<file path="config.mk">
export PLATFORM = sky130hd
export DESIGN_NAME = bird_draw
export DESIGN_NICKNAME = d
export VERILOG_FILES = /design/src/rtl/bird_draw.sv
export SDC_FILE = /design/constraint.sdc
export NUM_CORES = 1
export LEC_CHECK = 0
export CAP_MARGIN = 10
export CORE_ASPECT_RATIO = 1.5
export CORE_UTILIZATION = 54
export DETAILED_ROUTE_END_ITERATION = 10
export PLACE_DENSITY = 0.87
export SLEW_MARGIN = 20
export SYNTH_ARGS = -nofsm -noshare
export SYNTH_HDL_FRONTEND = slang
export SYNTH_SLANG_ARGS = --single-unit
</file>
<file path="constraint.sdc">
create_clock -name clock -period 3.29 [get_ports clock]
set_input_delay 0.658 -clock clock [delete_from_list [all_inputs] [get_ports clock]]
set_output_delay 0.658 -clock clock [all_outputs]
set_load 0.01 [all_outputs]
</file>
<file path="src/rtl/bird_draw.sv">
// bird_draw: erases the sprite at its previous position, then draws a solid
// BOX_W x BOX_H box at a new position. One pixel is written per cycle, in
// raster order (x inner, y outer), through the vga_adapter pixel interface.
//
// Optional feature: define BIRD_DRAW_ERASE_EN to erase the previous box
// before each draw. Without it, every start goes directly to DRAW and no
// old-position register exists.
//
// Ports:
//   clock     : rising-edge clock
//   reset     : asynchronous active-high reset
//   start     : draw request, sampled only while idle
//   x_in      : [7:0] new top-left x
//   y_in      : [6:0] new top-left y
//   colour_in : [2:0] sprite colour
//   x_out     : [7:0] pixel x
//   y_out     : [6:0] pixel y
//   colour    : [2:0] pixel colour
//   plot      : pixel write strobe (0 for pixels off the 160x120 screen)
//   busy      : high whenever an operation is in progress
//   done      : one-cycle completion pulse
module bird_draw #(
   parameter int         BOX_W     = 4,
   parameter int         BOX_H     = 4,
   parameter logic [2:0] BG_COLOUR = 3'b000
) (
   input  logic       clock,
   input  logic       reset,
   input  logic       start,
   input  logic [7:0] x_in,
   input  logic [6:0] y_in,
   input  logic [2:0] colour_in,
   output logic [7:0] x_out,
   output logic [6:0] y_out,
   output logic [2:0] colour,
   output logic       plot,
   output logic       busy,
   output logic       done
);

   localparam logic [1:0] S_IDLE  = 2'd0;
`ifdef BIRD_DRAW_ERASE_EN
   localparam logic [1:0] S_ERASE = 2'd1;
`endif
   localparam logic [1:0] S_DRAW  = 2'd2;
   localparam logic [1:0] S_DONE  = 2'd3;

   localparam logic [3:0] LAST_X = 4'(BOX_W - 1);
   localparam logic [3:0] LAST_Y = 4'(BOX_H - 1);

   logic [1:0] state;
   // Counters hold the offset of the pixel currently on the outputs.
   logic [3:0] cnt_x, cnt_y;
   logic [7:0] lat_x;
   logic [6:0] lat_y;
   logic [2:0] lat_c;
`ifdef BIRD_DRAW_ERASE_EN
   logic [7:0] old_x;
   logic [6:0] old_y;
   logic       old_valid;
`endif

   logic       last_x, last_px;
   logic [3:0] nxt_x, nxt_y;
   logic [7:0] base_x;
   logic [6:0] base_y;
   logic [3:0] off_x, off_y;
   logic [2:0] pix_c;
   logic [8:0] px;
   logic [7:0] py;
   logic       pix_on;

   // Work out the pixel to present after the coming edge. Outputs are
   // registered, so the next pixel is computed one cycle ahead of display.
   always_comb begin
      last_x  = (cnt_x == LAST_X);
      last_px = last_x && (cnt_y == LAST_Y);
      nxt_x   = last_x ? 4'd0 : 4'(cnt_x + 4'd1);
      nxt_y   = last_x ? 4'(cnt_y + 4'd1) : cnt_y;
      base_x  = lat_x;
      base_y  = lat_y;
      off_x   = nxt_x;
      off_y   = nxt_y;
      pix_c   = lat_c;
      case (state)
         S_IDLE: begin
            // First pixel of a new operation comes straight from the inputs.
            base_x = x_in;
            base_y = y_in;
            off_x  = 4'd0;
            off_y  = 4'd0;
            pix_c  = colour_in;
`ifdef BIRD_DRAW_ERASE_EN
            if (old_valid) begin
               base_x = old_x;
               base_y = old_y;
               pix_c  = BG_COLOUR;
            end
`endif
         end
`ifdef BIRD_DRAW_ERASE_EN
         S_ERASE: begin
            if (last_px) begin
               // Hand over to the first draw pixel at the latched position.
               off_x = 4'd0;
               off_y = 4'd0;
            end else begin
               base_x = old_x;
               base_y = old_y;
               pix_c  = BG_COLOUR;
            end
         end
`endif
         default: ;
      endcase
      // Widened sums so pixels past the screen edge clip instead of wrapping.
      px     = {1'b0, base_x} + {5'd0, off_x};
      py     = {1'b0, base_y} + {4'd0, off_y};
      pix_on = (px <= 9'd159) && (py <= 8'd119);
   end

   always_ff @(posedge clock or posedge reset) begin
      if (reset) begin
         state     <= S_IDLE;
         cnt_x     <= '0;
         cnt_y     <= '0;
         lat_x     <= '0;
         lat_y     <= '0;
         lat_c     <= '0;
         x_out     <= '0;
         y_out     <= '0;
         colour    <= '0;
         plot      <= 1'b0;
         busy      <= 1'b0;
         done      <= 1'b0;
`ifdef BIRD_DRAW_ERASE_EN
         old_x     <= '0;
         old_y     <= '0;
         old_valid <= 1'b0;
`endif
      end else begin
         case (state)
            S_IDLE: begin
               plot <= 1'b0;
               done <= 1'b0;
               if (start) begin
                  lat_x  <= x_in;
                  lat_y  <= y_in;
                  lat_c  <= colour_in;
                  cnt_x  <= '0;
                  cnt_y  <= '0;
                  x_out  <= px[7:0];
                  y_out  <= py[6:0];
                  colour <= pix_c;
                  plot   <= pix_on;
                  busy   <= 1'b1;
`ifdef BIRD_DRAW_ERASE_EN
                  state  <= old_valid ? S_ERASE : S_DRAW;
`else
                  state  <= S_DRAW;
`endif
               end
            end
`ifdef BIRD_DRAW_ERASE_EN
            S_ERASE: begin
               x_out  <= px[7:0];
               y_out  <= py[6:0];
               colour <= pix_c;
               plot   <= pix_on;
               if (last_px) begin
                  cnt_x <= '0;
                  cnt_y <= '0;
                  state <= S_DRAW;
               end else begin
                  cnt_x <= nxt_x;
                  cnt_y <= nxt_y;
               end
            end
`endif
            S_DRAW: begin
               if (last_px) begin
                  plot   <= 1'b0;
                  done   <= 1'b1;
                  colour <= BG_COLOUR;
                  state  <= S_DONE;
               end else begin
                  cnt_x  <= nxt_x;
                  cnt_y  <= nxt_y;
                  x_out  <= px[7:0];
                  y_out  <= py[6:0];
                  colour <= pix_c;
                  plot   <= pix_on;
               end
            end
            S_DONE: begin
               done  <= 1'b0;
               busy  <= 1'b0;
               cnt_x <= '0;
               cnt_y <= '0;
               state <= S_IDLE;
`ifdef BIRD_DRAW_ERASE_EN
               old_x     <= lat_x;
               old_y     <= lat_y;
               old_valid <= 1'b1;
`endif
            end
            default: state <= S_IDLE;
         endcase
      end
   end

endmodule
</file>
==> flow_metrics.env, run 1 <==
export IMPL_status="finished, final reports clean"
export IMPL_p_comb_share_pct=52.6
export IMPL_clock_latency_ns=0.30
export IMPL_critPathKind="flop to flop"
export IMPL_grt_antenna_before_repair=0
export IMPL_peakVddDrop_mv=0.483
export IMPL_synth_area_top_cells="dfrtp_1 (44%), mux2_2 (14%), ha_1 (6.3%), o21ai_0 (4.1%), nand2_1 (3.6%)"
export IMPL_drv_cap=0
export IMPL_dp_hpwl_mm=4.20
export IMPL_cp_start_kind="flop"
export IMPL_clock_skew_ns=0.00735
export IMPL_seq_area_frac_synth_pct=43.8
export IMPL_ys_ff_latch=49
export IMPL_antennaDiodeCount=0
export IMPL_drt_iter0_markers=100
export IMPL_setup_violations=0
export IMPL_clk_pin_slew_worst_paths_ns=0.09
export IMPL_crit_family="adder cells"
export IMPL_crit_buf_inv=1
export IMPL_pre_cts_ws_ns=0.186
export IMPL_slew_headroom_pct=44.0
export IMPL_vias_per_cell=5.74
export IMPL_grt_start_max_net_pins=50
export IMPL_io_pins=42
export IMPL_wirelength_mm=5.62
export IMPL_final_antenna_net_count=0
export IMPL_hold_class="flop to flop"
export IMPL_hold_ws_ns=0.490
export IMPL_cts_max_path_buffers=2
export IMPL_setup_tns_final_ns=0
export IMPL_core_area_mm2=0.00489
export IMPL_p_switching_mw=1.09
export IMPL_initial_utilization_pct=57.3
export IMPL_synth_distinct_cells=43
export IMPL_design_area_mm2=0.00338
export IMPL_cts_sinks=49
export IMPL_p_sw_share_pct=36.5
export IMPL_cts_buffers=5
export IMPL_cts_tree="built"
export IMPL_synthCells=259
export IMPL_track_usage_pct=22.8
export IMPL_p_int_mw=1.90
export IMPL_gp_congestion=0.851
export IMPL_yosysWarnings=0
export IMPL_clockPowerShare_pct=13.9
export IMPL_drive_above_1_share_pct=17.8
export IMPL_grt_setup_unrepaired="no"
export IMPL_cp_end_kind="flop"
export IMPL_grt_overflow_total=0
export IMPL_hold_violations=0
export IMPL_grt_pass1_vias=2123
export IMPL_powerDensity_mw_per_mm2=885
export IMPL_vias=2117
export IMPL_cts_root_buf="clkbuf_8"
export IMPL_area_growth_pct=20.8
export IMPL_cp_common_cell="ha_1"
export IMPL_setup_ws_ns=0.259
export IMPL_die_x_um=60.8
export IMPL_arrival_ns=3.22
export IMPL_die_area_mm2=0.00548
export IMPL_worst_pin_slew_ns=0.839
export IMPL_synthFlopType="dfrtp_1"
export IMPL_portBuffers=41
export IMPL_dpl_cell_area_mm2=0.00327
export IMPL_crit_required_ns=3.48
export IMPL_num_nets_final=340
export IMPL_synth_fp_nets=296
export IMPL_wl_per_cell_um=15.2
export IMPL_syn_avg_cell_area_um2=10.8
export IMPL_synth_edf_count=0
export IMPL_period_share_pct=92.1
export IMPL_fin_crit_ns=3.03
export IMPL_netlist_area_mm2=0.00280
export IMPL_synth_top_area_cell="dfrtp_1"
export IMPL_seq_power_share_pct=33.4
export IMPL_grt_pass1_wl_mm=9.56
export IMPL_cts_setup_buffers=0
export IMPL_drt_first_pass_iters=4
export IMPL_fp_dieH_um=90.2
export IMPL_critical_path_cell_chain="inv_1 > ha_1 > mux2_2 > ha_1 > fa_1 > a21o_1 > a21oi_1 > xor2_1 > nor4_1 > o31ai_2"
export IMPL_critPathMaxFanout=8
export IMPL_slew_viol_final=0
export IMPL_drc=0
export IMPL_synth_top_area_share_pct=43.8
export IMPL_htreeDepth=2
export IMPL_max_freq_mhz=330
export IMPL_ys_async_sr_fraction_pct=100
export IMPL_cp_slowest_cell="fa_1"
export IMPL_leakagePower_nw=1.50
export IMPL_cpPeakStageDelay_ns=0.43
export IMPL_placementRows=31
-- worst register-to-register path: cells and delay by family, from the launching register on --
family,cells,cell delay [ns]
AOI/OAI and AO/OA,3,0.49
xor gates and xnor gates,1,0.12
adders and majority gates,3,1.06
buffers and inverters,1,0.10
DFF,1,0.42
muxes,1,0.40
and+or+nand+nor,1,0.34
-- path summary, 6_finish.rpt --
kind	from	end	slack (ns)	cells after the start
setup / recovery	state[0]$_DFFE_PP0P_	plot$_DFFE_PP0P_	0.26	10
hold reg to reg	x_out[3]$_DFFE_PP0P_	x_out[3]$_DFFE_PP0P_	0.49	2
hold / removal	x_out[3]$_DFFE_PP0P_	x_out[3]$_DFFE_PP0P_	0.49	2
setup reg to reg	state[0]$_DFFE_PP0P_	plot$_DFFE_PP0P_	0.26	10
max in group asynchronous	reset	lat_x[3]$_DFFE_PP0P_	1.97	2
min in group asynchronous	reset	lat_c[0]$_DFFE_PP0P_	0.81	2
-- repair_timing --
item,CTS,global route
gates resized for setup,0,1
setup endpoints to repair,0,1
hold buffers,0,0
-- registers in the layout (all words and copies together) (netlist names), 2 cells and up --
| register | flops |
|---|---|
| y_out | 7 |
| lat_y | 7 |
| lat_x | 8 |
| state | 2 |
| cnt_y | 4 |
| x_out | 8 |
| lat_c | 3 |
| cnt_x | 4 |
| colour | 3 |
-- layer usage --
layer  share of wire (%)  track usage, %  routed length, um  up-vias
met2                  52            38.0               2940       51
li1                    -               -                  -     1011
met5                   0               0                  0        -
met3                 2.6            3.45                148       14
met1                  42            27.8               2350     1041
met4                 3.3            10.8                184        0
-- stage by stage --
stage / utilization, % / total power [mW] / instances
after floorplan: - / 2.10 / 259
after global placement: 66.9 / 2.52 / 362
after detailed placement: 66.9 / 2.59 / 362
after CTS: 69.0 / 3.01 / 369
after global routing: 69.2 / 3.22 / 369
final: 69.2 / 2.99 / 369
-- final cells by class --
cell class	instances	area, um2
clock inverter	2	35.0
fill	389	1510
tap	66	82.6
inverter	5	20.0
multi-input combinational	195	1490
sequential	49	1230
clock buffer	5	68.8
timing repair buffer	47	455
-- kinds of logic (layout without fill, tap and decap cells) --
family	count (synthesis)	count (layout)	share of synthesized area, %
XOR/XNOR	11	11	3.44
AO/OA/AOI/OAI	56	56	12.8
multiplexers	44	44	17.3
flip-flops	49	49	43.8
buffers and inverters	15	59	3.08
AND/OR/NAND/NOR	68	68	11.9
adder cells (fa/ha/maj)	16	16	7.69
-- power by group through the flow --
| stage | logic [mW] | registers [mW] | clock network, mW |
|---|---|---|---|
| 3_3_place_gp | 1.53 | 0.997 | 0 |
| 3_5_place_dp | 1.57 | 1.02 | 0 |
| 2_1_floorplan | 1.06 | 1.04 | 0 |
| 4_1_cts | 1.58 | 1.00 | 0.423 |
| 5_1_grt | 1.75 | 1.04 | 0.440 |
| 6_report | 1.58 | 1.00 | 0.417 |
-- synthesized netlist by cell type (2+ instances only) --
master,instances
o21ai_0,23
buf_6,2
o21bai_1,3
buf_4,3
mux2_2,35
nor2_1,11
xor2_1,6
nand2b_1,2
a21oi_1,9
nand2_1,27
mux2i_1,9
o31ai_1,4
clkbuf_1,2
nor2b_1,4
a211oi_1,2
a21o_1,5
fa_1,2
ha_1,14
and3_1,2
nand3_1,10
xnor2_1,5
and2_1,3
nand3b_1,2
dfrtp_1,49
buf_2,3
inv_1,5
-- placed cells by master (no fill, tap or decap), drive strengths merged, types with 6 or more instances in the layout --
cell type,netlist,layout
a21oi,9,9
buf,8,6
clkdlybuf4s50,0,41
dfrtp,49,49
ha,14,14
mux2,35,35
mux2i,9,9
nand2,27,27
nand3,10,10
nor2,11,11
o21ai,24,24
xor2,6,6
Note: power is estimated with default switching activity, not from simulation.
==> inputs of run 2 (changes only) <==
Settings changed: CORE_MARGIN set to 2.
==> run 2 against run 1 <==
Effect of this change:
- clock skew decreased by 0.0042 ns
- largest cell class unchanged
- hold slack worse by 0.0053 ns
- highest routed layer unchanged
- combinational power about the same
- via count hardly changed
- routed wire length rose by 1.0%
- sequential cell count did not move
- die area up 5.6%
- worst setup slack worse by 0.016 ns
- core utilization fell by 2.4 points
==> flow_metrics.env, run 2 (synthesis results as in run 1) <==
export IMPL_area_growth_pct=21.4
export IMPL_clock_skew_ns=0.00318
export IMPL_reg_largest_list="lat_x (8), x_out (8)"
export IMPL_holdBufCountCts=0
export IMPL_core_area_mm2=0.00508
export IMPL_gp_congestion=0.872
export IMPL_num_nets_final=341
export IMPL_initial_utilization_pct=55.1
export IMPL_rr_startpoint="cnt_x[1]$_DFFE_PP0P_"
export IMPL_drt_iter0_markers=114
export IMPL_grt_antenna_before_repair=0
export IMPL_fin_crit_ns=3.05
export IMPL_hold_class="flop to flop"
export IMPL_crit_required_ns=3.48
export IMPL_grt_pass1_vias=2124
export IMPL_grt_pass1_wl_mm=9.74
export IMPL_max_freq_mhz=328
export IMPL_antennaDiodeCount=0
export IMPL_r2r_slack_ns=0.24
export IMPL_grt_overflow_total=0
export IMPL_grt_setup_unrepaired="no"
export IMPL_grt_busiest_layer="met2"
export IMPL_vias=2118
export IMPL_portBuffers=41
export IMPL_critPathKind="flop to flop"
export IMPL_whs_path_depth=2
export IMPL_drc=0
export IMPL_drt_first_pass_iters=4
export IMPL_powerDensity_mw_per_mm2=897
export IMPL_cts_setup_buffers=0
export IMPL_period_share_pct=92.6
export IMPL_dp_hpwl_mm=4.22
export IMPL_worst_pin_slew_ns=0.846
export IMPL_dpl_cell_area_mm2=0.00328
export IMPL_track_usage_pct=21.3
export IMPL_cts_sinks=49
export IMPL_final_common_cell="dfrtp_1"
export IMPL_reg2reg_depth=10
export IMPL_hold_start="colour[1]$_DFFE_PP0P_"
export IMPL_drive_above_1_share_pct=18.0
export IMPL_cts_resized=0
export IMPL_die_x_um=62.8
export IMPL_critPathMaxFanout=6
export IMPL_cts_root_buf="clkbuf_8"
export IMPL_io_pins=42
export IMPL_peakVddDrop_mv=0.445
export IMPL_most_common_layout_cells="dfrtp_1 (49), clkdlybuf4s50_1 (41), mux2_2 (35)"
export IMPL_htreeDepth=2
export IMPL_cp_end_kind="flop"
export IMPL_design_area_mm2=0.00340
export IMPL_slew_headroom_pct=43.6
export IMPL_vias_per_cell=5.68
export IMPL_clk_pin_slew_worst_paths_ns=0.09
export IMPL_grtUsageMet3_pct=3.07
export IMPL_wl_per_cell_um=15.2
export IMPL_finalPower_mw=3.05
export IMPL_gr_usage_met2_pct=39.0
export IMPL_setup_tns_final_ns=0
export IMPL_final_antenna_net_count=0
export IMPL_leakagePower_nw=1.51
export IMPL_status="finished, final reports clean"
export IMPL_slew_viol_final=0
export IMPL_arrival_ns=3.23
export IMPL_placementRows=32
export IMPL_grtUsageMet1_pct=25.6
export IMPL_hold_violations=0
export IMPL_die_area_mm2=0.00579
export IMPL_wirelength_mm=5.68
export IMPL_cts_buffers=5
export IMPL_setup_violations=0
export IMPL_cp_start_kind="flop"
export IMPL_cts_max_path_buffers=2
export IMPL_grt_start_max_net_pins=50
export IMPL_cts_tree="built"
export IMPL_fp_dieH_um=92.2
export IMPL_clock_latency_ns=0.30
export IMPL_drv_cap=0
export IMPL_startpoint="cnt_x[1]$_DFFE_PP0P_"
-- run 2: path summary, 6_finish.rpt --
kind | end
min in group asynchronous | lat_c[0]$_DFFE_PP0P_
setup reg to reg | plot$_DFFE_PP0P_
hold / removal | colour[1]$_DFFE_PP0P_
max in group asynchronous | lat_x[6]$_DFFE_PP0P_
setup / recovery | plot$_DFFE_PP0P_
hold reg to reg | colour[1]$_DFFE_PP0P_
-- run 2: per-stage QoR --
stage	hold WS (ns)	worst slack, ns	utilization, %	instances
2_1_floorplan	0.475	0.406	-	259
6_report	0.485	0.243	66.8	373
3_5_place_dp	0.473	0.225	64.5	365
3_3_place_gp	0.463	0.273	64.5	365
5_1_grt	0.509	0.0434	66.8	373
4_1_cts	0.492	0.230	66.8	373
-- run 2: power breakdown --
part,internal [mW],switching (mW)
Sequential,0.861,0.135
Combinational,0.827,0.783
Clock,0.248,0.195
Total,1.94,1.11
-- run 2: metal layers --
metal / up-vias / share of wire (%)
met1: 1045 / 43
met5: - / 0
li1: 1012 / -
met3: 10 / 3.1
met4: 0 / 1.4
met2: 51 / 53
-- run 2: area by class of cell --
cell class                      instances  area (um2)
Clock buffer                            7        86.3
Timing Repair Buffer                   48         463
Sequential cell                        49        1230
Clock inverter                          1        30.0
Fill cell                             396        1690
Tap cell                               68        85.1
Inverter                                5        20.0
Multi-Input combinational cell        195        1490
-- run 2: critical path: stages, from the launching register on --
cell and delay, ns:
dfrtp_1 0.38, ha_1 0.20, nor3b_2 0.46, mux2i_1 0.28
nor2_1 0.11, ha_1 0.30, a211oi_1 0.41, o21bai_1 0.18
and3_1 0.22, nor4_1 0.28, o31ai_2 0.10
==> inputs of run 3 (changes only) <==
Settings changed: ABC_AREA set to 1, PLACE_DENSITY 0.87 to 0.86.
==> run 3 against run 2 <==
Effect of this change:
- register-to-register slack better by 0.29 ns
- final area is 1.5% higher
- power is 11% higher
- sequential share of layout area is 0.52 points lower
- non-clock buffer count is 4 lower
- hold slack worse by 0.0044 ns
==> flow_metrics.env, run 3 <==
export IMPL_status="finished, final reports clean"
export IMPL_cp_end_kind="flop"
export IMPL_clock_latency_ns=0.31
export IMPL_setup_ws_ns=0.533
export IMPL_crit_required_ns=3.54
export IMPL_most_common_layout_cells="nand2_1 (97), dfrtp_1 (49), inv_1 (43)"
export IMPL_hold_ws_ns=0.480
export IMPL_pre_cts_ws_ns=0.565
export IMPL_synthCells=353
export IMPL_critPathKind="flop to flop"
export IMPL_r2r_slack_ns=0.53
export IMPL_cts_setup_buffers=0
export IMPL_setup_tns_final_ns=0
export IMPL_wl_per_cell_um=13.5
export IMPL_grt_pass1_wl_mm=10.4
export IMPL_dp_hpwl_mm=4.48
export IMPL_grt_antenna_before_repair=0
export IMPL_setup_violations=0
export IMPL_htreeDepth=2
export IMPL_fin_crit_ns=2.76
export IMPL_synth_fp_nets=390
export IMPL_final_cells=463
export IMPL_synth_edf_count=0
export IMPL_netlist_area_mm2=0.00288
export IMPL_track_usage_pct=22.5
export IMPL_reg_largest_list="lat_x (8), x_out (8)"
export IMPL_yosys_top_cells_count="nand2_1 (97), dfrtp_1 (49), inv_1 (44)"
export IMPL_min_to="y_out[1]$_DFFE_PP0P_"
export IMPL_critPathMaxFanout=19
export IMPL_cts_tree="built"
export IMPL_cts_max_path_buffers=2
export IMPL_grt_pass1_vias=2388
export IMPL_synth_most_common_cell="nand2_1"
export IMPL_reg2reg_depth=14
export IMPL_wirelength_mm=6.23
export IMPL_ys_async_sr_fraction_pct=100
export IMPL_whs_path_depth=2
export IMPL_synth_area_top_cells="dfrtp_1 (43%), nand2_1 (13%), ha_1 (6.1%), inv_1 (5.7%), o21ai_0 (5.4%)"
export IMPL_drv_cap=0
export IMPL_die_x_um=63.6
export IMPL_synth_distinct_cells=31
export IMPL_grtUsageMet3_pct=4.21
export IMPL_gp_congestion=0.850
export IMPL_design_area_mm2=0.00345
export IMPL_cts_buffers=5
export IMPL_drt_iter0_markers=123
export IMPL_grt_setup_unrepaired="no"
export IMPL_num_nets_final=431
export IMPL_drive_above_1_share_pct=11.9
export IMPL_initial_utilization_pct=56.1
export IMPL_antennaDiodeCount=0
export IMPL_grtUsageMet1_pct=24.7
export IMPL_die_area_mm2=0.00594
export IMPL_yosysWarnings=0
export IMPL_leakagePower_nw=1.69
export IMPL_cp_start_kind="flop"
export IMPL_grt_busiest_layer="met2"
export IMPL_period_share_pct=83.8
export IMPL_synthFlopType="dfrtp_1"
export IMPL_seq_area_frac_synth_pct=42.6
export IMPL_clock_skew_ns=0.0121
export IMPL_ys_ff_latch=49
export IMPL_hold_start="y_out[1]$_DFFE_PP0P_"
export IMPL_grt_start_max_net_pins=50
export IMPL_finalPower_mw=3.40
export IMPL_slew_viol_final=0
export IMPL_io_pins=42
export IMPL_final_util_pct=67.3
export IMPL_drc=0
export IMPL_area_growth_pct=19.9
export IMPL_vias_per_cell=5.18
export IMPL_clk_pin_slew_worst_paths_ns=0.10
export IMPL_placementRows=32
export IMPL_synth_top_area_share_pct=42.6
export IMPL_arrival_ns=3.01
export IMPL_portBuffers=41
export IMPL_max_freq_mhz=363
export IMPL_peakVddDrop_mv=0.646
export IMPL_holdBufCountCts=0
export IMPL_syn_avg_cell_area_um2=8.15
export IMPL_placed_cells_incl_taps=455
export IMPL_grt_overflow_total=0
export IMPL_synth_top_area_cell="dfrtp_1"
export IMPL_worst_pin_slew_ns=0.855
export IMPL_cts_sinks=49
export IMPL_cts_resized=0
export IMPL_hold_class="flop to flop"
export IMPL_slew_headroom_pct=43.0
export IMPL_rr_startpoint="state[0]$_DFFE_PP0P_"
export IMPL_vias=2399
export IMPL_final_common_cell="nand2_1"
export IMPL_final_antenna_net_count=0
export IMPL_core_area_mm2=0.00512
export IMPL_dpl_cell_area_mm2=0.00333
export IMPL_powerDensity_mw_per_mm2=985
export IMPL_hold_violations=0
export IMPL_gr_usage_met2_pct=42.0
export IMPL_cts_root_buf="clkbuf_8"
export IMPL_drt_first_pass_iters=4
export IMPL_reg2reg_to="plot$_DFFE_PP0P_"
export IMPL_fp_dieH_um=93.4
## run 3: worst max-delay path, stage by stage, from the launching register on
cell	delay, ns
dfrtp_1	0.41
inv_1	0.11
ha_1	0.54
o21ai_0	0.20
ha_1	0.25
fa_1	0.42
nand3_1	0.10
nand3_1	0.15
nand2_1	0.11
nand2_1	0.05
nand2_1	0.10
nand3_1	0.08
nand2_1	0.06
nand3_1	0.06
nand2_1	0.06
## run 3: metal layers
metal	vias up	part of all wire (%)
li1	1201	-
met1	1117	42
met2	68	52
met3	13	4.5
met4	0	2.2
met5	-	0
## run 3: worst max-delay path by stage
stage                                   to  cells past startpoint  slack, ns                  from
after CTS                 plot$_DFFE_PP0P_                     14       0.50  state[0]$_DFFE_PP0P_
after detailed placement  plot$_DFFE_PP0P_                     14       0.57  state[0]$_DFFE_PP0P_
after floorplan           plot$_DFFE_PP0P_                     15       0.72  state[0]$_DFFE_PP0P_
final                     plot$_DFFE_PP0P_                     14       0.53  state[0]$_DFFE_PP0P_
after global placement    plot$_DFFE_PP0P_                     13       0.66               y_in[0]
after global routing      plot$_DFFE_PP0P_                     14       0.21  state[0]$_DFFE_PP0P_
## run 3: area by class of cell
type / instances / area, um2
inverter: 48 / 181
multi-input combinational: 246 / 1400
fill: 465 / 1680
tap: 68 / 85.1
sequential: 49 / 1230
clock buffer: 6 / 82.6
timing repair buffer: 44 / 433
clock inverter: 2 / 37.5
## run 3: power breakdown
group | switching, mW | internal, mW | total (mW)
clock | 0.215 | 0.248 | 0.462
sequential | 0.136 | 0.864 | 0.999
combinational | 1.17 | 0.768 | 1.93
total | 1.52 | 1.88 | 3.40
## run 3: cell families (layout without fill, tap and decap cells)
kind of cell	count (synthesis)	count (layout)	share of synthesized area, %
flops	49	49	42.6
compound gates	58	58	12.2
simple gates	161	161	25.6
mux	3	3	1.04
fa+ha+maj	16	16	7.48
xor+xnor	8	8	2.44
buf+inv	58	100	8.61
